`config.mk`:
```
export PLATFORM = sky130hd
export DESIGN_NAME = retire_trace_flat
export DESIGN_NICKNAME = d
export VERILOG_FILES = /design/src/rtl/retire_trace_if.sv /design/src/rtl/retire_trace.sv /design/src/flat_wrapper.sv
export SDC_FILE = /design/constraint.sdc
export NUM_CORES = 1
export LEC_CHECK = 0
export CAP_MARGIN = 20
export CORE_MARGIN = 3
export CORE_UTILIZATION = 36
export CTS_CLUSTER_DIAMETER = 60
export CTS_CLUSTER_SIZE = 40
export DETAILED_ROUTE_END_ITERATION = 6
export GPL_TIMING_DRIVEN = 0
export PLACE_DENSITY = 0.61
export SLEW_MARGIN = 20
export SYNTH_ARGS = -nofsm -noshare
export SYNTH_HDL_FRONTEND = slang
export SYNTH_SLANG_ARGS = --single-unit
```
`constraint.sdc`:
```
create_clock -name clk -period 21.8 [get_ports clk]
set_input_delay 2.18 -clock clk [delete_from_list [all_inputs] [get_ports clk]]
set_output_delay 2.18 -clock clk [all_outputs]
set_load 0.03 [all_outputs]
```
`src/rtl/retire_trace_if.sv`:
```
// Retire-trace bus: the write-back capture port and the trace consumer port.
// The slave modport is the trace unit; the master modport is its environment.
interface retire_trace_if;
    logic        wb_valid_i;
    logic [31:0] wb_pc_i;
    logic [31:0] wb_insn_i;
    logic        wb_we_i;
    logic [4:0]  wb_dst_i;
    logic [31:0] wb_r_i;
    logic        trc_ready_i;
    logic        trc_valid_o;
    logic [31:0] trc_order_o;
    logic [31:0] trc_pc_o;
    logic [31:0] trc_insn_o;
    logic        trc_we_o;
    logic [4:0]  trc_dst_o;
    logic [31:0] trc_r_o;

    // Handshake: the head entry transfers on every rising edge where
    // trc_valid_o && trc_ready_i; while valid and not ready the trc_* outputs hold.
    modport slave (
        input  wb_valid_i, wb_pc_i, wb_insn_i, wb_we_i, wb_dst_i, wb_r_i, trc_ready_i,
        output trc_valid_o, trc_order_o, trc_pc_o, trc_insn_o, trc_we_o, trc_dst_o, trc_r_o
    );
    modport master (
        output wb_valid_i, wb_pc_i, wb_insn_i, wb_we_i, wb_dst_i, wb_r_i, trc_ready_i,
        input  trc_valid_o, trc_order_o, trc_pc_o, trc_insn_o, trc_we_o, trc_dst_o, trc_r_o
    );
endinterface

```
`src/rtl/retire_trace.sv`:
```
// Retire trace FIFO: captures every retiring instruction with a sequence number, drops on full.
// Optional macro RETIRE_TRACE_X0_MASK_EN: writes to x0 are recorded as we=0, r=0.
module retire_trace #(
    parameter int DEPTH  = 8,
    parameter int DROP_W = 16
) (
    input  logic                     clk,
    input  logic                     rst_n,
    retire_trace_if.slave            bus,
    input  logic                     clr_i,
    output logic [$clog2(DEPTH):0]   count_o,
    output logic                     overflow_o,
    output logic [DROP_W-1:0]        drop_cnt_o
);
    localparam int AW = $clog2(DEPTH);

    typedef struct packed {
        logic [31:0] order;
        logic [31:0] pc;
        logic [31:0] insn;
        logic        we;
        logic [4:0]  dst;
        logic [31:0] r;
    } entry_t;

    entry_t            mem_q [DEPTH];
    logic [AW-1:0]     wr_ptr_q, wr_ptr_d;
    logic [AW-1:0]     rd_ptr_q, rd_ptr_d;
    logic [AW:0]       count_q, count_d;
    logic [31:0]       order_q, order_d;
    logic              overflow_q, overflow_d;
    logic [DROP_W-1:0] drop_q, drop_d;

    logic   full, push, pop, drop;
    entry_t wr_entry, head;

    assign full = (count_q == (AW+1)'(DEPTH));
    assign pop  = (count_q != '0) && bus.trc_ready_i;
    // A full FIFO still accepts a retire when the head leaves in the same cycle.
    assign push = bus.wb_valid_i && (!full || pop);
    assign drop = bus.wb_valid_i && full && !pop;

    always_comb begin
        wr_entry.order = order_q;
        wr_entry.pc    = bus.wb_pc_i;
        wr_entry.insn  = bus.wb_insn_i;
        wr_entry.dst   = bus.wb_dst_i;
`ifdef RETIRE_TRACE_X0_MASK_EN
        wr_entry.we    = bus.wb_we_i && (bus.wb_dst_i != 5'd0);
        wr_entry.r     = (bus.wb_dst_i == 5'd0) ? 32'd0 : bus.wb_r_i;
`else
        wr_entry.we    = bus.wb_we_i;
        wr_entry.r     = bus.wb_r_i;
`endif
    end

    always_comb begin
        wr_ptr_d   = wr_ptr_q;
        rd_ptr_d   = rd_ptr_q;
        count_d    = count_q;
        order_d    = order_q;
        overflow_d = overflow_q;
        drop_d     = drop_q;
        if (push) wr_ptr_d = wr_ptr_q + AW'(1);
        if (pop)  rd_ptr_d = rd_ptr_q + AW'(1);
        if (push && !pop) count_d = count_q + (AW+1)'(1);
        if (pop && !push) count_d = count_q - (AW+1)'(1);
        if (bus.wb_valid_i) order_d = order_q + 32'd1;
        // A drop in the clearing cycle is the first event of the new window.
        if (clr_i) begin
            overflow_d = drop;
            drop_d     = drop ? DROP_W'(1) : '0;
        end else if (drop) begin
            overflow_d = 1'b1;
            if (!(&drop_q)) drop_d = drop_q + DROP_W'(1);
        end
    end

    always_ff @(posedge clk or negedge rst_n) begin
        if (!rst_n) begin
            wr_ptr_q   <= '0;
            rd_ptr_q   <= '0;
            count_q    <= '0;
            order_q    <= '0;
            overflow_q <= 1'b0;
            drop_q     <= '0;
        end else begin
            wr_ptr_q   <= wr_ptr_d;
            rd_ptr_q   <= rd_ptr_d;
            count_q    <= count_d;
            order_q    <= order_d;
            overflow_q <= overflow_d;
            drop_q     <= drop_d;
        end
    end

    always_ff @(posedge clk) begin
        if (push) mem_q[wr_ptr_q] <= wr_entry;
    end

    // Outputs read zero while empty, which also gives the reset values.
    assign head            = mem_q[rd_ptr_q];
    assign bus.trc_valid_o = (count_q != '0);
    assign bus.trc_order_o = bus.trc_valid_o ? head.order : 32'd0;
    assign bus.trc_pc_o    = bus.trc_valid_o ? head.pc    : 32'd0;
    assign bus.trc_insn_o  = bus.trc_valid_o ? head.insn  : 32'd0;
    assign bus.trc_we_o    = bus.trc_valid_o && head.we;
    assign bus.trc_dst_o   = bus.trc_valid_o ? head.dst   : 5'd0;
    assign bus.trc_r_o     = bus.trc_valid_o ? head.r     : 32'd0;

    assign count_o    = count_q;
    assign overflow_o = overflow_q;
    assign drop_cnt_o = drop_q;
endmodule

```
`src/flat_wrapper.sv`:
```
// flat-port wrapper written by rule: the top's interface ports become plain ports
module retire_trace_flat 
#(
    parameter int DEPTH  = 8,
    parameter int DROP_W = 16
)
  (clk, rst_n, clr_i, count_o, overflow_o, drop_cnt_o, bus_wb_valid_i, bus_wb_pc_i, bus_wb_insn_i, bus_wb_we_i, bus_wb_dst_i, bus_wb_r_i, bus_trc_ready_i, bus_trc_valid_o, bus_trc_order_o, bus_trc_pc_o, bus_trc_insn_o, bus_trc_we_o, bus_trc_dst_o, bus_trc_r_o);
  retire_trace_if bus_i ();
  input  logic clk;
  input  logic rst_n;
  input  logic clr_i;
  output logic [$clog2(DEPTH):0] count_o;
  output logic overflow_o;
  output logic [DROP_W-1:0] drop_cnt_o;
  input wire logic [$bits(bus_i.wb_valid_i)-1:0] bus_wb_valid_i;
  input wire logic [$bits(bus_i.wb_pc_i)-1:0] bus_wb_pc_i;
  input wire logic [$bits(bus_i.wb_insn_i)-1:0] bus_wb_insn_i;
  input wire logic [$bits(bus_i.wb_we_i)-1:0] bus_wb_we_i;
  input wire logic [$bits(bus_i.wb_dst_i)-1:0] bus_wb_dst_i;
  input wire logic [$bits(bus_i.wb_r_i)-1:0] bus_wb_r_i;
  input wire logic [$bits(bus_i.trc_ready_i)-1:0] bus_trc_ready_i;
  output wire logic [$bits(bus_i.trc_valid_o)-1:0] bus_trc_valid_o;
  output wire logic [$bits(bus_i.trc_order_o)-1:0] bus_trc_order_o;
  output wire logic [$bits(bus_i.trc_pc_o)-1:0] bus_trc_pc_o;
  output wire logic [$bits(bus_i.trc_insn_o)-1:0] bus_trc_insn_o;
  output wire logic [$bits(bus_i.trc_we_o)-1:0] bus_trc_we_o;
  output wire logic [$bits(bus_i.trc_dst_o)-1:0] bus_trc_dst_o;
  output wire logic [$bits(bus_i.trc_r_o)-1:0] bus_trc_r_o;
  assign bus_i.wb_valid_i = bus_wb_valid_i;
  assign bus_i.wb_pc_i = bus_wb_pc_i;
  assign bus_i.wb_insn_i = bus_wb_insn_i;
  assign bus_i.wb_we_i = bus_wb_we_i;
  assign bus_i.wb_dst_i = bus_wb_dst_i;
  assign bus_i.wb_r_i = bus_wb_r_i;
  assign bus_i.trc_ready_i = bus_trc_ready_i;
  assign bus_trc_valid_o = bus_i.trc_valid_o;
  assign bus_trc_order_o = bus_i.trc_order_o;
  assign bus_trc_pc_o = bus_i.trc_pc_o;
  assign bus_trc_insn_o = bus_i.trc_insn_o;
  assign bus_trc_we_o = bus_i.trc_we_o;
  assign bus_trc_dst_o = bus_i.trc_dst_o;
  assign bus_trc_r_o = bus_i.trc_r_o;
  retire_trace #(.DEPTH(DEPTH), .DROP_W(DROP_W)) u_core (.clk(clk), .rst_n(rst_n), .bus(bus_i), .clr_i(clr_i), .count_o(count_o), .overflow_o(overflow_o), .drop_cnt_o(drop_cnt_o));
endmodule
```
==> results of run 1 <==
==> worst max-delay path, cell delays in order, from the launching register on <==
cell and delay, ps:
dfrtp_1 360, buf_2 330, clkbuf_2 530, clkbuf_1 640, mux4_2 340, mux2i_1 70
nor2_1 540, clkdlybuf4s50_1 800
==> where the power goes <==
part | leakage (nW) | switching (mW) | internal, mW
sequential | 10.5 | 0.0852 | 2.72
combinational | 5.21 | 1.75 | 1.24
clock | 1.64 | 0.873 | 0.953
total | 17.4 | 2.71 | 4.91
==> sequential cells by signal, summed over array words and instances (netlist names) <==
register           cells
u_core.count_o         4
u_core.drop_cnt_o     16
u_core.mem_q        1072
u_core.order_q        32
u_core.overflow_o      1
u_core.rd_ptr_q        3
u_core.wr_ptr_q        3
==> routing by layer <==
layer,vias up,GRT usage
met2,624,0.282
li1,9142,-
met5,-,0
met1,11200,0.225
met4,2,0.0350
met3,101,0.0364
==> area by class of cell <==
cell class,count,share of cell area
repair buffers,359,0.0790
inverters,6,0.000424
plain buffers,99,0.00805
clock buffers,103,0.0461
diodes,7,0.000330
clock inverters,74,0.0186
multi-input cells,740,0.176
well taps,1600,0.0377
flip-flops and latches,1131,0.634
==> how the worst max path moves through the flow <==
stage                                         startpoint                            end  slack (ps)  depth (start not counted)
final                     u_core.rd_ptr_q[1]$_DFFE_PN0N_                bus_trc_r_o[15]       15310                          7
after global routing      u_core.rd_ptr_q[1]$_DFFE_PN0N_                bus_trc_r_o[15]       15070                          7
after CTS                 u_core.rd_ptr_q[1]$_DFFE_PN0N_                bus_trc_r_o[15]       15200                          7
after detailed placement                 bus_trc_ready_i  u_core.mem_q[0][62]$_DFFE_PP_       15590                         12
after global placement                   bus_trc_ready_i  u_core.mem_q[1][62]$_DFFE_PP_       -2680                          5
after floorplan                          bus_trc_ready_i   u_core.mem_q[1][0]$_DFFE_PP_        9260                          4
==> cells by family (layout without fill, tap and decap cells) <==
group,after synthesis,in the layout,synth area share
flops,1131,1131,0.776
mux,409,409,0.172
simple gates,253,253,0.0276
buf+inv,105,641,0.0101
xor+xnor,38,38,0.00767
compound gates,35,35,0.00574
fa+ha+maj,5,5,0.00144
other cells,0,7,0
==> per-stage QoR <==
| stage | utilization | cell area (µm²) | std cells |
|---|---|---|---|
| floorplan | - | 43400 | 1976 |
| CTS | 0.447 | 53100 | 4112 |
| finish | 0.447 | 53100 | 4119 |
| detailed placement | 0.418 | 49700 | 3935 |
| global route | 0.447 | 53100 | 4113 |
| global placement | 0.404 | 48000 | 3838 |
==> Yosys cell counts, types with 2 or more instances <==
library cell	count	area (µm²)
edfxtp_1	1072	32200
mux4_2	268	6040
nor2_1	148	556
mux2i_1	134	1340
dfrtp_1	59	1480
clkbuf_1	40	150
buf_2	37	185
xnor2_1	28	245
buf_1	22	82.6
nand2_1	20	75.1
nand4_1	19	119
nand3_1	14	70.1
a21oi_1	12	60.1
and3_1	10	62.6
xor2_1	10	87.6
nor3_1	8	40.0
o31ai_1	8	60.1
mux2_2	7	78.8
or4_1	7	52.6
inv_1	6	22.5
nor4_1	6	37.5
ha_1	5	62.6
o21ai_0	5	25.0
nand2b_1	4	25.0
nor2b_1	4	25.0
and4_1	3	26.3
nor4_2	2	25.0
or3_1	2	12.5
==> run metrics, run 1 <==
remaining antenna violation count 0; FP Rows 126; Crit. End Element output port; Power Density between 100 and 150 nW/µm²; Layout Area Growth over Synthesis 22.4%; port bufs between 200 and 300; Worst Hold Path EP u_core.wr_ptr_q[0]$_DFFE_PN0P_; slew margin rel. 0.255; Setup Skew 27.3 ps; cts bufs inserted 96; Residual DRC 0; worst setup path class flip-flop to output port; DR top layer met5; HP Start u_core.wr_ptr_q[0]$_DFFE_PN0P_; Max Cap Violations 0; syn_nets around 2100; Static Leak 17.4 nW; RSZ-0062 raised after global routing false; Synthesis Warnings 0; mapped cell area about 43000 µm²; Filler cells a little over 10000; initial antenna violation count 11; storage element area between 30000 and 40000 µm²; Seq cells post-synth ~1100; Seq/Total Area, Yosys 0.776; TNS Setup 0 ps; RR Endpoint u_core.mem_q[0][63]$_DFFE_PP_; crit path time final ~6500 ps; CTS tree built; pre-CTS WS between 15000 and 20000 ps; actual slew at the worst max-slew pin ~1100 ps; core area roughly 120000 µm²; CTS sink cnt between 1000 and 1500; via count roughly 21000; area of the multi-input gates between 9000 and 10000 µm²; CP required ~20000 ps; Die ar. about 120000 µm²; routed length per instance 25.5 µm; vias per std cell around 5.1; Worst Hold Class flip-flop to flip-flop; most common cell after layout, fill and taps aside edfxtp_1; first-pass GRT wire length 155000 µm; asr flop ratio synth 0.0522; R2R cell count 12; Post-synth EDFFs roughly 1100; cts hold-fix bufs 0; layout cells sized above 1 0.240; Worst R2R Start u_core.count_o[2]$_DFFE_PN0P_; # IOs 263; Final nets 2545; Reg clk slew, reported paths around 80 ps; Worst EP arrival 4310 ps; Die Ht 353 µm; M1 WL around 44000 µm; crit share post-route 0.298; final hold slack between 500 and 600 ps; grt ovf 0; most frequent cells in the layout edfxtp_1 (1072), mux4_2 (268), clkdlybuf4s50_1 (261), nor2_1 (142), mux2i_1 (134); clock buffer depth 3; cells after synthesis between 1500 and 2000; metal2 WL ~53000 µm; final setup violation count 0; post-CTS setup buffers 0; post-route setup slack between 15000 and 20000 ps; Max Transition Viols Final 0; syn avg cell area 22.0 µm²; die width ~350 µm; DP HPWL roughly 71000 µm; worst-path maximum fanout 10; clock latency on the worst-skew pair around 700 ps; maximum clock rate approximately 150 MHz; Starting Density 0.365; pin count of the biggest net entering global routing 35; peak supply drop around 0.089 mV; total power draw 7.63 mW; R2R setup slack between 15000 and 20000 ps; GP Congestion 0.752; Initial DRC Count 1854; routed wire length 105000 µm; CTS resizes 0; Max H-tree Level 3; Distinct cells, synth 44; clock root buffer master clkbuf_16; top_reg_cell synth edfxtp_1; Worst Setup Start Kind flip-flop; Final Hold Fails 0; status finished clean; TritonRoute pass-1 iters 5; vias in the first global route around 23000; hold depth 1; total track usage 0.168; metal3 WL 6870 µm
(Power assumes the default switching activity.)
==> inputs of run 2 (changes only) <==
Clock period 21.8 ns to 6.15 ns, I/O delays scaled along.
==> run metrics, run 2 (synthesized netlist as in run 1, its figures left out) <==
status finished clean; CTS resizes 0 (unchanged); post-route cell area 53400 µm² (+0.50%); TritonRoute pass-1 iters 5 (unchanged); maximum clock rate just over 200 MHz; # IOs 263 (unchanged); first-pass GRT wire length 153000 µm (-1.0%); core area 119000 µm² (unchanged); Cell Chain, Critical Path buf_2, clkbuf_2, clkbuf_1, mux4_2, mux2i_1, nor2_1, clkdlybuf4s50_1; clock latency on the worst-skew pair 690 ps (about the same); peak supply drop 0.395 mV (+350%); clock root buffer master clkbuf_16; Die Ht 353 µm (unchanged); Static Leak 17.4 nW (+0.19%); total power draw 27.2 mW (+260%); pin count of the biggest net entering global routing 35 (unchanged); FP Rows 126 (unchanged); Die ar. 125000 µm² (unchanged); port bufs 262 (unchanged); pre-CTS WS 1880 ps (-13700 ps); DP HPWL 69700 µm (-1.4%); GP Congestion 0.769 (+2.2%); worst-path maximum fanout 10 (unchanged); Setup Skew 27.5 ps (+0.134 ps); highest-delay cell along the critical path clkbuf_2; Reg clk slew, reported paths 110 ps (+30 ps); initial antenna violation count 14 (+3); final setup violation count 0 (unchanged); Worst Hold Class input pin to async pin; die width 353 µm (unchanged); vias per std cell 5.15 (+0.69%); CP required 5530 ps (-14090 ps); Starting Density 0.365 (unchanged); placed inst area 49900 µm² (+0.40%); Worst EP arrival 4270 ps (-40 ps); clock buffer depth 3 (unchanged); Final Hold Fails 0 (unchanged); Worst path max stage delay 620 ps (-180 ps); grt ovf 0 (unchanged); most frequent cells in the layout edfxtp_1 (1072), mux4_2 (268), clkdlybuf4s50_1 (261), nor2_1 (142), mux2i_1 (134); Initial DRC Count 1902 (+2.6%); Residual DRC 0 (unchanged); RSZ-0062 raised after global routing false; routed length per instance 25.5 µm (about the same); Layout Area Growth over Synthesis 23.0%; Max Cap Violations 0 (unchanged); max reg flops 1072 (unchanged); Biggest register u_core.mem_q; Worst Setup Start Kind flip-flop; via count 21100 (+0.33%); layout cells sized above 1 0.236 (-0.00438); Final nets 2528 (-0.67%); total track usage 0.167 (-0.000367); CTS sink cnt 1131 (unchanged); routed wire length 105000 µm (-0.30%); Power Density 510 nW/µm² (+260%); remaining antenna violation count 0 (unchanged); vias in the first global route 22300 (-1.2%); crit share post-route 0.794; slew margin rel. 0.277 (+0.0223); TNS Setup 0 ps (unchanged); Crit. End Element output port; post-CTS setup buffers 0 (unchanged); worst setup path class flip-flop to output port; cts hold-fix bufs 1 (+1); Max H-tree Level 3 (unchanged); Max Transition Viols Final 0 (unchanged); post-route setup slack 1270 ps (-14040 ps); cts bufs inserted 91 (-5.2%); most common cell after layout, fill and taps aside edfxtp_1; crit path time final about 5000 ps; actual slew at the worst max-slew pin 1080 ps (-33.4 ps); CTS tree built
## run 2: per-layer routing
metal,GRT usage,vias up,share of wire
li1,-,9103,-
met1,0.221,11200,0.41
met2,0.272,663,0.49
met3,0.0476,154,0.079
met4,0.0456,12,0.023
met5,0,-,0.00076
## run 2: area by class of cell
class | instances | area, µm²
well taps | 1600 | 2000
multi-input cells | 740 | 9380
plain buffers | 99 | 427
flip-flops and latches | 1131 | 33700
inverters | 6 | 22.5
fillers | 10000 | 65500
clock buffers | 94 | 2310
repair buffers | 347 | 4390
clock inverters | 78 | 1180
diodes | 9 | 22.5
## run 2: critical path: cells and delay by family (launching register included)
kind,cells,cell delay [ps]
simple gates,1,100
flops,1,350
buf+inv,4,2250
mux,2,870
## run 2: through the flow
step,instances,hold slack [ps],utilization
3_3_place_gp,3838,493,0.404
3_5_place_dp,3922,522,0.420
2_1_floorplan,1976,319,-
5_1_grt,4096,388,0.449
4_1_cts,4095,345,0.449
6_report,4104,386,0.449
## run 2: power by group
part	switching (mW)	internal, mW	leakage [nW]	total (mW)
Sequential	0.306	9.63	10.5	9.93
Clock	3.25	3.31	1.66	6.56
Combinational	6.26	4.47	5.23	10.7
## run 2: path summary, 6_finish.rpt
check	start	endpoint	slack (ps)	cells after the start
min in group clk	u_core.wr_ptr_q[0]$_DFFE_PN0P_	u_core.wr_ptr_q[0]$_DFFE_PN0P_	540	1
worst min-delay path	rst_n	u_core.order_q[31]$_DFFE_PN0P_	390	2
worst max-delay path	u_core.rd_ptr_q[1]$_DFFE_PN0N_	bus_trc_order_o[11]	1270	7
worst min register to register	u_core.wr_ptr_q[0]$_DFFE_PN0P_	u_core.wr_ptr_q[0]$_DFFE_PN0P_	540	1
worst max register to register	u_core.count_o[2]$_DFFE_PN0P_	u_core.mem_q[5][48]$_DFFE_PP_	2610	9
max in group asynchronous	rst_n	u_core.order_q[8]$_DFFE_PN0P_	5220	3
